## src/rtl/usr_serdes_ctrl_if.sv

```systemverilog
// Handshake bundle between the SERDES sequencer and its word/bit producers and consumers.
// The master side drives words/bits in and accepts bits/words out; the slave is the sequencer.
interface usr_serdes_ctrl_if #(
    parameter int N = 8
);
    logic [N-1:0] tx_data;
    logic         tx_valid;
    logic         tx_ready;
    logic         sout;
    logic         sout_valid;
    logic         sout_ready;
    logic         sin;
    logic         sin_valid;
    logic         sin_ready;
    logic [N-1:0] rx_data;
    logic         rx_valid;
    logic         rx_ready;

    modport master (
        output tx_data, tx_valid, sout_ready, sin, sin_valid, rx_ready,
        input  tx_ready, sout, sout_valid, sin_ready, rx_data, rx_valid
    );

    modport slave (
        input  tx_data, tx_valid, sout_ready, sin, sin_valid, rx_ready,
        output tx_ready, sout, sout_valid, sin_ready, rx_data, rx_valid
    );
endinterface

```

## src/rtl/usr_serdes_ctrl.sv

```systemverilog
// Half-duplex SERDES sequencer driving an external universal shift register
// (sel 0 hold, 1 shift right, 2 shift left, 3 parallel load).
module usr_serdes_ctrl #(
    parameter int N = 8,
    localparam int SEL_W = $clog2(N),
    localparam int CNT_W = $clog2(N) + 1
) (
    input  logic             clk,
    input  logic             rst,
    input  logic             i_abort,
    input  logic             i_lsb_first,
    output logic             o_busy,
    output logic [SEL_W-1:0] o_sr_sel,
    output logic [N-1:0]     o_sr_din,
    input  logic [N-1:0]     i_sr_dout,
    usr_serdes_ctrl_if.slave bus
);

    localparam logic [SEL_W-1:0] SEL_HOLD = SEL_W'(0);
    localparam logic [SEL_W-1:0] SEL_SR   = SEL_W'(1);
    localparam logic [SEL_W-1:0] SEL_SL   = SEL_W'(2);
    localparam logic [SEL_W-1:0] SEL_LOAD = SEL_W'(3);

    typedef enum logic [1:0] {
        ST_IDLE,
        ST_TX_SHIFT,
        ST_RX_SHIFT,
        ST_RX_HOLD
    } state_t;

    state_t             r_state;
    logic [CNT_W-1:0]   r_cnt;
    logic               r_dir;

    state_t             w_state_nxt;
    logic [CNT_W-1:0]   w_cnt_nxt;
    logic               w_dir_nxt;
    logic [SEL_W-1:0]   w_sel;
    logic [N-1:0]       w_din;
    logic               w_tx_ready;
    logic               w_sin_ready;
    logic               w_sout_valid;
    logic               w_rx_valid;
    logic               w_rx_dir;
    logic [SEL_W-1:0]   w_rx_sel;
    logic [N-1:0]       w_rx_din;

    // The first RX bit is taken in IDLE, before dir_q has captured the bit order.
    assign w_rx_dir = (r_state == ST_IDLE) ? i_lsb_first : r_dir;
    assign w_rx_sel = w_rx_dir ? SEL_SR : SEL_SL;
    assign w_rx_din = w_rx_dir ? {bus.sin, {(N-1){1'b0}}} : {{(N-1){1'b0}}, bus.sin};

    always_ff @(posedge clk or posedge rst) begin
        if (rst) begin
            r_state <= ST_IDLE;
            r_cnt   <= '0;
            r_dir   <= 1'b0;
        end else begin
            r_state <= w_state_nxt;
            r_cnt   <= w_cnt_nxt;
            r_dir   <= w_dir_nxt;
        end
    end

    always_comb begin
        w_state_nxt  = r_state;
        w_cnt_nxt    = r_cnt;
        w_dir_nxt    = r_dir;
        w_sel        = SEL_HOLD;
        w_din        = '0;
        w_tx_ready   = 1'b0;
        w_sin_ready  = 1'b0;
        w_sout_valid = 1'b0;
        w_rx_valid   = 1'b0;
        if (i_abort) begin
            w_state_nxt = ST_IDLE;
            w_cnt_nxt   = '0;
        end else begin
            case (r_state)
                ST_IDLE: begin
                    w_tx_ready  = 1'b1;
                    w_sin_ready = ~bus.tx_valid;
                    if (bus.tx_valid) begin
                        w_sel       = SEL_LOAD;
                        w_din       = bus.tx_data;
                        w_dir_nxt   = i_lsb_first;
                        w_cnt_nxt   = '0;
                        w_state_nxt = ST_TX_SHIFT;
                    end else if (bus.sin_valid) begin
                        w_sel       = w_rx_sel;
                        w_din       = w_rx_din;
                        w_dir_nxt   = i_lsb_first;
                        w_cnt_nxt   = CNT_W'(1);
                        w_state_nxt = ST_RX_SHIFT;
                    end
                end
                ST_TX_SHIFT: begin
                    w_sout_valid = 1'b1;
                    if (bus.sout_ready) begin
                        w_sel     = r_dir ? SEL_SR : SEL_SL;
                        w_cnt_nxt = r_cnt + CNT_W'(1);
                        if (r_cnt == CNT_W'(N - 1)) begin
                            w_state_nxt = ST_IDLE;
                        end
                    end
                end
                ST_RX_SHIFT: begin
                    w_sin_ready = 1'b1;
                    if (bus.sin_valid) begin
                        w_sel     = w_rx_sel;
                        w_din     = w_rx_din;
                        w_cnt_nxt = r_cnt + CNT_W'(1);
                        if (r_cnt == CNT_W'(N - 1)) begin
                            w_state_nxt = ST_RX_HOLD;
                        end
                    end
                end
                ST_RX_HOLD: begin
                    w_rx_valid = 1'b1;
                    if (bus.rx_ready) begin
                        w_state_nxt = ST_IDLE;
                        w_cnt_nxt   = '0;
                    end
                end
                default: begin
                    w_state_nxt = ST_IDLE;
                    w_cnt_nxt   = '0;
                end
            endcase
        end
    end

    assign o_busy         = (r_state != ST_IDLE);
    assign o_sr_sel       = w_sel;
    assign o_sr_din       = w_din;
    assign bus.tx_ready   = w_tx_ready;
    assign bus.sin_ready  = w_sin_ready;
    assign bus.sout_valid = w_sout_valid;
    assign bus.rx_valid   = w_rx_valid;
    assign bus.sout       = r_dir ? i_sr_dout[0] : i_sr_dout[N-1];
    assign bus.rx_data    = i_sr_dout;

endmodule

```

## src/flat_wrapper.sv

```systemverilog
// flat-port wrapper written by rule: the top's interface ports become plain ports
module usr_serdes_ctrl_flat 
#(
    parameter int N = 8,
    localparam int SEL_W = $clog2(N),
    localparam int CNT_W = $clog2(N) + 1
)
  (clk, rst, i_abort, i_lsb_first, o_busy, o_sr_sel, o_sr_din, i_sr_dout, bus_tx_data, bus_tx_valid, bus_sout_ready, bus_sin, bus_sin_valid, bus_rx_ready, bus_tx_ready, bus_sout, bus_sout_valid, bus_sin_ready, bus_rx_data, bus_rx_valid);
  usr_serdes_ctrl_if #(.N(N)) bus_i ();
  input  logic clk;
  input  logic rst;
  input  logic i_abort;
  input  logic i_lsb_first;
  output logic o_busy;
  output logic [SEL_W-1:0] o_sr_sel;
  output logic [N-1:0] o_sr_din;
  input  logic [N-1:0] i_sr_dout;
  input wire logic [$bits(bus_i.tx_data)-1:0] bus_tx_data;
  input wire logic [$bits(bus_i.tx_valid)-1:0] bus_tx_valid;
  input wire logic [$bits(bus_i.sout_ready)-1:0] bus_sout_ready;
  input wire logic [$bits(bus_i.sin)-1:0] bus_sin;
  input wire logic [$bits(bus_i.sin_valid)-1:0] bus_sin_valid;
  input wire logic [$bits(bus_i.rx_ready)-1:0] bus_rx_ready;
  output wire logic [$bits(bus_i.tx_ready)-1:0] bus_tx_ready;
  output wire logic [$bits(bus_i.sout)-1:0] bus_sout;
  output wire logic [$bits(bus_i.sout_valid)-1:0] bus_sout_valid;
  output wire logic [$bits(bus_i.sin_ready)-1:0] bus_sin_ready;
  output wire logic [$bits(bus_i.rx_data)-1:0] bus_rx_data;
  output wire logic [$bits(bus_i.rx_valid)-1:0] bus_rx_valid;
  assign bus_i.tx_data = bus_tx_data;
  assign bus_i.tx_valid = bus_tx_valid;
  assign bus_i.sout_ready = bus_sout_ready;
  assign bus_i.sin = bus_sin;
  assign bus_i.sin_valid = bus_sin_valid;
  assign bus_i.rx_ready = bus_rx_ready;
  assign bus_tx_ready = bus_i.tx_ready;
  assign bus_sout = bus_i.sout;
  assign bus_sout_valid = bus_i.sout_valid;
  assign bus_sin_ready = bus_i.sin_ready;
  assign bus_rx_data = bus_i.rx_data;
  assign bus_rx_valid = bus_i.rx_valid;
  usr_serdes_ctrl #(.N(N)) u_core (.clk(clk), .rst(rst), .i_abort(i_abort), .i_lsb_first(i_lsb_first), .o_busy(o_busy), .o_sr_sel(o_sr_sel), .o_sr_din(o_sr_din), .i_sr_dout(i_sr_dout), .bus(bus_i));
endmodule
```

## config.mk

```make
export PLATFORM = sky130hd
export DESIGN_NAME = usr_serdes_ctrl_flat
export DESIGN_NICKNAME = d
export VERILOG_FILES = /design/src/rtl/usr_serdes_ctrl_if.sv /design/src/rtl/usr_serdes_ctrl.sv /design/src/flat_wrapper.sv
export SDC_FILE = /design/constraint.sdc
export NUM_CORES = 1
export LEC_CHECK = 0
export CORE_ASPECT_RATIO = 0.6
export CORE_MARGIN = 10
export CORE_UTILIZATION = 37
export CTS_CLUSTER_SIZE = 40
export DETAILED_ROUTE_END_ITERATION = 10
export PLACE_DENSITY_LB_ADDON = 0.1
export SYNTH_ARGS = -nofsm -noshare
export SYNTH_HDL_FRONTEND = slang
export SYNTH_SLANG_ARGS = --single-unit
```

## constraint.sdc

```tcl
create_clock -name clk -period 2.6 [get_ports clk]
set_input_delay 0.52 -clock clk [delete_from_list [all_inputs] [get_ports clk]]
set_output_delay 0.52 -clock clk [all_outputs]
set_load 0.01 [all_outputs]
```

==> results of run 1 <==
[final timing paths]
path | startpoint | to | slack (ns)
max in group asynchronous | rst | u_core.r_dir | 1.86
max reg2reg | u_core.r_state[0] | u_core.r_cnt[3] | 0.47
min | rst | u_core.r_cnt[0] | 0.52
min in group clk | u_core.r_cnt[1] | u_core.r_cnt[1] | 0.58
max | u_core.r_state[1] | o_sr_din[4] | 0.13
min reg2reg | u_core.r_cnt[1] | u_core.r_cnt[1] | 0.58
[worst reg2reg max path, delay by kind of cell, from the launching register on]
family | cells | cell delay [ns]
AND/OR/NAND/NOR | 2 | 0.77
flip-flops | 1 | 0.37
AO/OA/AOI/OAI | 2 | 0.37
adder cells (fa/ha/maj) | 1 | 0.30
buffers and inverters | 2 | 0.24
[area by class of cell]
type | count | area, sq um
Fill cell | 199 | 852
Tap cell | 30 | 37.5
Inverter | 9 | 33.8
Clock buffer | 4 | 45.0
Multi-Input combinational cell | 73 | 527
Timing Repair Buffer | 49 | 460
Sequential cell | 7 | 175
[stage by stage]
stage | instances | power [mW] | setup WS, ns
6_report | 172 | 1.11 | 0.126
5_1_grt | 172 | 1.20 | 0.00289
4_1_cts | 170 | 1.05 | 0.0139
3_5_place_dp | 166 | 0.894 | -0.125
3_3_place_gp | 166 | 0.888 | -0.0955
2_1_floorplan | 102 | 0.626 | 0.647
[registers in the layout, indices dropped and copies added, names as in the netlist]
register / count
u_core.r_cnt: 4
u_core.r_dir: 1
u_core.r_state: 2
[layout by cell type, fill, tap and decap left out, types with 2 or more instances in the layout]
cell,count
o21ai_0,3
and3_1,7
nand2_1,5
a31oi_1,2
nor2b_1,3
nand3_1,4
ha_1,5
o22ai_1,3
nand2b_1,2
clkdlybuf4s50_1,26
dlymetal6s2s_1,4
nor2_1,8
a21oi_1,7
inv_1,9
nand4_1,4
mux2i_1,3
mux2_2,3
dlygate4sd2_1,6
buf_4,13
clkbuf_8,3
dfrtp_1,7
[repair_timing]
item                                    in CTS  in global routing
pin swaps                                    0                  1
hold buffers                                 0                  0
gates resized for setup                      7                  5
endpoints found under the setup margin      11                  6
setup buffers                                0                  2
gates cloned                                 0                  0
[cell usage after synthesis, types with 4 or more instances]
cell     instances
nand2_1          5
nand4_1          4
and3_1           7
a21oi_1          7
ha_1             6
nand3_1          4
buf_4           10
dfrtp_1          7
nor2_1           8
inv_1            9
[report_power, final]
group	internal, mW	leakage, nW	switching (mW)	total (mW)
logic	0.412	0.512	0.371	0.783
clock network	0.106	0.0228	0.0515	0.158
registers	0.140	0.0935	0.0332	0.173
total	0.659	0.629	0.456	1.11
[cells by family (layout without fill, tap and decap cells)]
group                      Yosys count  after routing  share of synthesized area, %
adders and majority gates            6              6                          9.19
and+or+nand+nor                     39             39                          26.5
AOI/OAI and AO/OA                   21             21                          19.0
DFF                                  7              7                          21.4
other                                1              1                         0.459
muxes                                6              6                          7.81
buffers and inverters               22             62                          15.6
[layer usage]
metal  vias up  track usage [%]  routed length [um]
li1        435                -                   -
met1       405             13.3                1140
met2        36             16.4                1110
met3         5             6.67                 324
met4         0             2.95                  14
met5         -                0                   0
==> results.ini, run 1 <==
[run_status]
status = completed

[setup_path]
slowest_delay_ns = 0.54
cp.depth = 7
arrival_ns = 1.95
cp_top_family = buffers and inverters
crit_fanout = 8
slowest_stage = clkdlybuf4s50_1
rr_worst_depth = 7
crit_top_cell = inv_1
start_kind = register
critPathBufInv = 4
cp.required_ns = 2.08
end_kind = output port
worstSetupPathType = register to output port
worstPathCellList = inv_1, ha_4, inv_1, nor2_1, buf_4, and3_1, clkdlybuf4s50_1

[route]
routed_via_density = 5.12
drt_iter0_markers = 106
routed-via-count = 881
drt-total-wl_um = 2600
wire_per_inst_um = 15.1
detail_route.first_pass.iterations = 4
route.detailed.drc = 0
ant_nets = 0

[placement]
port_buffers = 36
place_hpwl_um = 2090
place_area_sq_um = 1200
gp_congestion = 0.820

[sta]
fmax_ghz = 0.404
rsz0062_at_grt = false
fin_hold_ws_ns = 0.523
clock_skew_ns = 0.00179
setup_viol = 0
timing.final.max_slew_violations = 0
hold_viol = 0
finalSetupTns_ns = 0
period_needed_ns = 2.47
period_share_pct = 95.2

[grt]
grt_pass1_wl_um = 4170
grt_use_total_pct = 11.2
grt_pass1_vias = 890
antenna_found_initial = 0
grt_max_degree = 9
overflow = 0

[cells_and_area]
final_cell_area_sq_um = 1280
final_util_pct = 60.0
final_nets = 174
area_growth_syn_to_layout_pct = 56.5
antenna_cells = 0
drive_above_1_share_pct = 16.2

[die]
fp.dieH_um = 56.4
initial_core_util_pct = 38.3
core_area_sq_um = 2130
fp.dieArea_sq_um = 4550
num_io_pins = 50
rows = 13
die_x_um = 80.7

[clock_tree]
path_clk_slew_ns = 0.04
cts_tree = yes
clockBufferDepth = 2
cts_buffers = 3
clock-root-buffer = clkbuf_8
clk_latency_ns = 0.23
clkSinkCount = 7
h-tree-depth = 1

[logic_synthesis]
synthArstFlopShare_pct = 100
synthesis.area_sq_um = 817
netlist_instances = 102
netlist.area_leader.share_pct = 21.4
ys_seq_elements = 7
seq_area_frac_synth_pct = 21.4
yosysWarningCount = 0
synthDistinctLibCells = 32
synth_edf_count = 0
synthTopCellsByArea = dfrtp_1 21%, buf_4 9.2%, ha_1 9.2%
yosysTopAreaCell = dfrtp_1
syn_area_per_cell_sq_um = 8.01
syn_nets = 133
synth_ff_type = dfrtp_1

[power_and_ir_drop]
max-vdd-ir-drop_mv = 0.330
p_leak_nw = 0.629
powerDensity_nw_per_um2 = 871

[flow_run]
cap_violations = 0

[hold_path]
hold_path.class = input pin to async pin

(Power assumes the default switching activity.)
==> run 2, diff against run 1 <==
--- a/config.mk
+++ b/config.mk
@@ -8,7 +8,7 @@
 export CORE_ASPECT_RATIO = 0.6
 export CORE_MARGIN = 10
 export CORE_UTILIZATION = 37
-export CTS_CLUSTER_SIZE = 40
+export CTS_CLUSTER_SIZE = 12
 export DETAILED_ROUTE_END_ITERATION = 10
 export PLACE_DENSITY_LB_ADDON = 0.1
 export SYNTH_ARGS = -nofsm -noshare
==> results of run 2 <==
The final DEF is identical to that of run 1; final timing and power are the same.
